`src/rtl/fir_band_sched.sv`:
```
// Time-shares one FIR MAC engine across NUM_BANDS equalizer bands: sequences
// NUM_TAPS+1 MAC cycles per band and latches each band's stereo result.
module fir_band_sched #(
    parameter int NUM_BANDS = 4,
    parameter int NUM_TAPS  = 1021,
    parameter int DATA_W    = 16
) (
    input  logic                          clk,
    input  logic                          rst,
    input  logic                          new_smpl,
    input  logic signed [DATA_W-1:0]      lft_fir,
    input  logic signed [DATA_W-1:0]      rght_fir,
    output logic                          sequencing,
    output logic [2:0]                    band_sel,
    output logic [DATA_W*NUM_BANDS-1:0]   lft_band,
    output logic [DATA_W*NUM_BANDS-1:0]   rght_band,
    output logic                          frame_done,
    output logic                          busy,
    output logic                          overrun
);

    localparam int CNT_W = $clog2(NUM_TAPS + 1);
    localparam logic [CNT_W-1:0] TAP_LAST  = CNT_W'(NUM_TAPS);
    localparam logic [2:0]       BAND_LAST = 3'(NUM_BANDS - 1);

    typedef enum logic [1:0] {IDLE, SEQ, GAP, DONE} state_t;

    state_t           state;
    logic [CNT_W-1:0] tap_cnt;

    always_ff @(posedge clk) begin
        if (rst) begin
            state      <= IDLE;
            tap_cnt    <= '0;
            band_sel   <= '0;
            sequencing <= 1'b0;
            frame_done <= 1'b0;
            busy       <= 1'b0;
            overrun    <= 1'b0;
            lft_band   <= '0;
            rght_band  <= '0;
        end else begin
            // Any sample arriving outside IDLE (DONE included) is dropped and flagged.
            if (new_smpl && state != IDLE)
                overrun <= 1'b1;

            case (state)
                IDLE: begin
                    if (new_smpl) begin
                        state      <= SEQ;
                        tap_cnt    <= '0;
                        band_sel   <= '0;
                        sequencing <= 1'b1;
                        busy       <= 1'b1;
                    end
                end
                SEQ: begin
                    tap_cnt <= tap_cnt + CNT_W'(1);
                    if (tap_cnt == TAP_LAST) begin
                        state      <= GAP;
                        sequencing <= 1'b0;
                    end
                end
                GAP: begin
                    // The engine's result is settled by the end of the idle gap cycle.
                    for (int b = 0; b < NUM_BANDS; b++) begin
                        if (band_sel == 3'(b)) begin
                            lft_band[DATA_W*b +: DATA_W]  <= lft_fir;
                            rght_band[DATA_W*b +: DATA_W] <= rght_fir;
                        end
                    end
                    if (band_sel < BAND_LAST) begin
                        band_sel   <= band_sel + 3'd1;
                        tap_cnt    <= '0;
                        state      <= SEQ;
                        sequencing <= 1'b1;
                    end else begin
                        state      <= DONE;
                        frame_done <= 1'b1;
                    end
                end
                DONE: begin
                    state      <= IDLE;
                    frame_done <= 1'b0;
                    busy       <= 1'b0;
                    band_sel   <= '0;
                end
                default: state <= IDLE;
            endcase
        end
    end

endmodule

```
`config.mk`:
```
export PLATFORM = sky130hd
export DESIGN_NAME = fir_band_sched
export DESIGN_NICKNAME = d
export VERILOG_FILES = /design/src/rtl/fir_band_sched.sv
export SDC_FILE = /design/constraint.sdc
export NUM_CORES = 1
export LEC_CHECK = 0
export CAP_MARGIN = 20
export CORE_MARGIN = 1.5
export CORE_UTILIZATION = 46
export DETAILED_ROUTE_END_ITERATION = 8
export GPL_TIMING_DRIVEN = 0
export PLACE_DENSITY = 0.79
export SYNTH_ARGS = -nofsm -noshare
export SYNTH_HDL_FRONTEND = slang
export SYNTH_SLANG_ARGS = --single-unit
```
`constraint.sdc`:
```
create_clock -name clk -period 2.2 [get_ports clk]
set_input_delay 0.22 -clock clk [delete_from_list [all_inputs] [get_ports clk]]
set_output_delay 0.22 -clock clk [all_outputs]
set_load 0.1 [all_outputs]
```
# Word level (Yosys, flattened, before mapping)

Cells that the tools add are included.

Bits in registers: 147
Bits in latches: 0
Memory bits (writable): 0
Bits in read-only memories: 0
Input port bits: 35
Output and inout port bits: 135
Word-level logic and storage cells: 64
Memories: 0

Add/sub/neg operators: 2
Multiply operators: 0
Divide/modulo/power cells: 0
Order comparisons: 1
Eq/ne operators: 11
Shifts and indexed selects: 0
Muxes and demuxes: 17
Bitwise operators: 0
Reductions and logical operators: 18

Operators with widths:

| kind                                                       | number |
|---|---|
| case mux 10 bit (3 select lines)                           | 1 |
| 2-to-1 mux 10 bit                                          | 2 |
| AND reduction 2 bit                                        | 7 |
| adder 10 x 1 -> 10 bit, second input constant              | 1 |
| == test 10 bit, second input constant                      | 1 |
| case mux 3 bit (3 select lines)                            | 1 |
| inequality test 2 bit, second input constant               | 4 |
| case mux 2 bit (4 select lines)                            | 1 |
| == test 3 x 2 -> 1 bit, second input constant              | 2 |
| 2-to-1 mux 2 bit                                           | 3 |
| 2-to-1 mux 3 bit                                           | 2 |
| AND reduction 3 bit                                        | 2 |
| nonzero test 2 bit                                         | 3 |
| nonzero test 3 bit                                         | 2 |
| == test 2 bit, second input constant                       | 2 |
| 2-to-1 mux 1 bit                                           | 4 |
| case mux 1 bit (2 select lines)                            | 2 |
| AND reduction 4 bit                                        | 1 |
| adder 3 x 1 -> 3 bit, second input constant                | 1 |
| == test 3 x 1 -> 1 bit, second input constant              | 1 |
| zero test 3 bit                                            | 1 |
| less-than comparator 3 x 2 -> 1 bit, second input constant | 1 |
| case mux 1 bit (3 select lines)                            | 1 |
| == test 2 x 1 -> 1 bit, second input constant              | 1 |
| other kinds (2)                                            | 2 |

# Depth between registers and ports, before layout

Depth in word-level cells: 3
Depth in mapped cells: 8
Mapped depth without buffers: 6

# Least setup slack after synthesis

No wires, ideal clock.

Kind: register to register
Start: register band_sel[0]
End: register lft_band[34]
Setup time: 70 ps
Data arrival time: 2,139 ps
Required time: 2,130 ps
Slack: -10 ps
Cell stages (with the launch flop): 7
Period minus slack after synthesis: 2,210 ps
Cells stage by stage: dfxtp_1 -> inv_1 -> ha_1 -> nand2_1 -> buf_1 -> nand2_1 -> a21oi_1

Cells in the longest elaborated chain, start to end: 2

Ends and longest elaborated chain:

| element                              | line | text |
|---|---|---|
| from (decl)                          | 14   | `output logic [2:0] band_sel,` |
| from (signal assigned)               | 73   | `band_sel <= band_sel + 3'd1;` |
| == test 3 x 2 -> 1 bit               | 67   | `if (band_sel == 3'(b)) begin` |
| AND reduction 2 bit (no source line) | --   |  |
| to (signal, indexed assignment)      | 68   | `lft_band[DATA_W*b +: DATA_W] <= lft_fir;` |
| to (decl)                            | 15   | `output logic [DATA_W*NUM_BANDS-1:0] lft_band,` |

Every way passes these cells.
A chain may end at the register's enable or synchronous reset.

# Worst setup path after layout

Start: register rght_band[63]
End: output port rght_band[63]

RTL lines:

| element                           | line | text |
|---|---|---|
| from (decl)                       | 16   | `output logic [DATA_W*NUM_BANDS-1:0] rght_band,` |
| from (signal, indexed assignment) | 69   | `rght_band[DATA_W*b +: DATA_W] <= rght_fir;` |

No word-level cell between the ends.

==> impl_metrics.toml <==
[status]
status = "finished, violations left"
violations = "design-rule violations"

[route]
dr_total_vias = 5491
firstDrtPassIters = 7
routed_via_density = 5.34
drc = 27
avgRoutedWirePerCell_microns = 16.3
wirelength_microns = 16700
drt_iter0_drc = 379
ant_nets = 0

[synthesis]
synth_nets = 736
syn_area_sq_um = 5470
synth_warnings = 0
synth_seq_area_share = 0.538
ys_ff_latch = 147
syn-instance-count = 690
synth_cell_types = 38
synth.avg_cell_area_sq_um = 7.93

[clock_network]
cts-root-buf = "clkbuf_16"
numCtsBuffers = 17
clock_latency_ns = 0.42
post_cts_resized = 3
post_cts_buffers = 0
cts_buffer_depth = 2
path_clk_slew_ns = 0.05
htreeDepth = 4
cts.sink_count = 147
cts_tree = "done"
postCtsHoldBufs = 0

[global_routing]
top_usage_layer = "met2"
grt_pass1_wl_microns = 26700
grt_use_met2 = 0.452
grt_remaining_overflow = 0
met3_usage = 0.0799
met1_usage = 0.325
grt_pass1_vias = 5315
grt_max_degree = 17
grtUsageTotal = 0.271
antenna_found_initial = 0

[sta]
fin_crit_ns = 2.15
grt_setup_unrepaired = "no"
whs_ns = 0.453
fin_ws_ns = 0.0460
worst_slew_pin_slew_ns = 1.04
min_period_over_period = 0.979
tns_ns = 0
relSlewSlack = 0.304
maxSlewViolCount = 0
hold_viol = 0
fmax_mhz = 464
skew_ns = 0.00378
finalSetupViolCount = 0

[finish]
fin_util = 0.683
n_fill_cell = 929
stdcell_count = 1028
final_net_count = 923
final_common_cell = "nand2_1"
insertedDiodeCount = 0
layout-drive-gt1-share = 0.0576
areaGrowthSynthToFinish_pct = 43.7
final_cell_mix = "nand2_1, clkdlybuf4s50_1, dfxtp_1"
fin_area_sq_um = 7860

[worst_setup_path]
path_depth = 1
setup.worst_path.end = "rght_band[63]"
rrSetupSlack_ns = 0.14
reg2reg_to = "lft_band[52]"
cp.required_ns = 1.98
crit_family = "buffers and inverters"
crit_chain = "clkdlybuf4s50_1"
criticalPathCategory = "reg -> out"
critPathMaxStageDelay_ns = 1.18
crit_buf_inv = 1
cp_max_fo = 2
crit_path_start = "rght_band[63]"
reg2regPathDepth = 7
endpoint_kind = "output port"
crit_path_top_delay_cell = "clkdlybuf4s50_1"
start_kind = "flop"
r2r-start = "state[0]"
crit_arrival_ns = 1.93

[floorplan]
core_sq_um = 11500
die-height_microns = 112
die_w_microns = 112
die-area_sq_um = 12600
core.rowCount = 39
ioPinCount = 170
start_util = 0.475

[run]
max_cap_viol_count = 0

[pwr]
cellPowerDensity_nw_per_um2 = 938
p_leak_nw = 2.65
irDropWorstVdd_v = 0.000677
power.total_mw = 7.37

[placed_design]
gp_congestion = 0.876
dp_cells = 1001
portBuffers = 168
dp_slack_ns = 0.129
place_area_sq_um = 7340
dp.final_hpwl_microns = 12100

[min_path]
hp-class = "reg -> reg"
## routing by layer
metal / routed length (microns) / share of wire
met1: 6680 / 0.40
met2: 8160 / 0.49
met3: 1500 / 0.090
met4: 392 / 0.023
met5: 0 / 0
## where the power goes
| group | switching [mW] | leakage, nW | internal, mW |
|---|---|---|---|
| Sequential | 0.106 | 1.19 | 2.81 |
| Combinational | 1.42 | 1.21 | 0.481 |
| Clock | 1.01 | 0.257 | 1.55 |
| Total | 2.53 | 2.65 | 4.84 |
## worst min-delay path by stage
stage | start | endpoint | slack (ns) | cells past startpoint
after detailed placement | lft_band[3] | lft_band[3] | 0.45 | 2
after global placement | lft_band[63] | lft_band[63] | 0.44 | 2
after global routing | lft_fir[7] | lft_band[7] | 0.47 | 3
after floorplan | lft_fir[15] | lft_band[15] | 0.36 | 2
after CTS | lft_fir[2] | lft_band[34] | 0.45 | 3
final | rght_band[13] | rght_band[13] | 0.45 | 2
## cells in the mapped netlist (all sizes together)
| cell | n | area share |
|---|---|---|
| a2111oi | 1 | 0.0016 |
| a211oi | 3 | 0.0050 |
| a21o | 1 | 0.0014 |
| a21oi | 144 | 0.13 |
| a221o | 1 | 0.0018 |
| a311oi | 1 | 0.0016 |
| a31oi | 2 | 0.0023 |
| and2 | 4 | 0.0046 |
| and2b | 1 | 0.0014 |
| and4 | 1 | 0.0018 |
| buf | 21 | 0.017 |
| clkbuf | 26 | 0.018 |
| dfxtp | 147 | 0.54 |
| ha | 11 | 0.025 |
| inv | 8 | 0.0055 |
| nand2 | 267 | 0.18 |
| nand2b | 3 | 0.0034 |
| nand3 | 7 | 0.0064 |
| nand3b | 1 | 0.0014 |
| nand4 | 2 | 0.0034 |
| nor2 | 3 | 0.0021 |
| nor2b | 2 | 0.0023 |
| nor3 | 3 | 0.0027 |
| o2111ai | 2 | 0.0032 |
| o211ai | 2 | 0.0037 |
| o21ai | 8 | 0.0073 |
| o21bai | 1 | 0.0014 |
| o31ai | 7 | 0.0096 |
| or2 | 1 | 0.0016 |
| or3 | 4 | 0.0048 |
| or3b | 1 | 0.0016 |
| or4 | 3 | 0.0041 |
| xnor2 | 1 | 0.0016 |
## flip-flops by register name, summed over array words and instances (netlist names)
register	cells
band_sel	3
busy	1
frame_done	1
lft_band	64
overrun	1
rght_band	64
sequencing	1
state	2
tap_cnt	10
## layout make-up
class                      count  area, sq um  area share
tap                          143          179      0.0228
clock buffer                  22          494      0.0628
buffer                        47          195      0.0248
clock inverter                 5         30.0     0.00382
multi-input combinational    488         2310       0.294
inverter                       8         30.0     0.00382
timing repair buffer         168         1680       0.213
sequential                   147         2940       0.374
## worst register-to-register path: stages, from the launching register on
cell      delay (ns)
dfxtp_1         0.38
inv_1           0.11
ha_1            0.26
and2b_1         0.24
nand2_1         0.19
clkbuf_1        0.46
nand2_1         0.15
a21oi_1         0.19
## cell families after synthesis
| family | Yosys count | share of synthesized area |
|---|---|---|
| simple gates | 303 | 0.225 |
| compound gates | 173 | 0.171 |
| flops | 147 | 0.538 |
| buf+inv | 55 | 0.0405 |
| fa+ha+maj | 11 | 0.0251 |
| xor+xnor | 1 | 0.00160 |
Power figures use the tool's default switching activity.
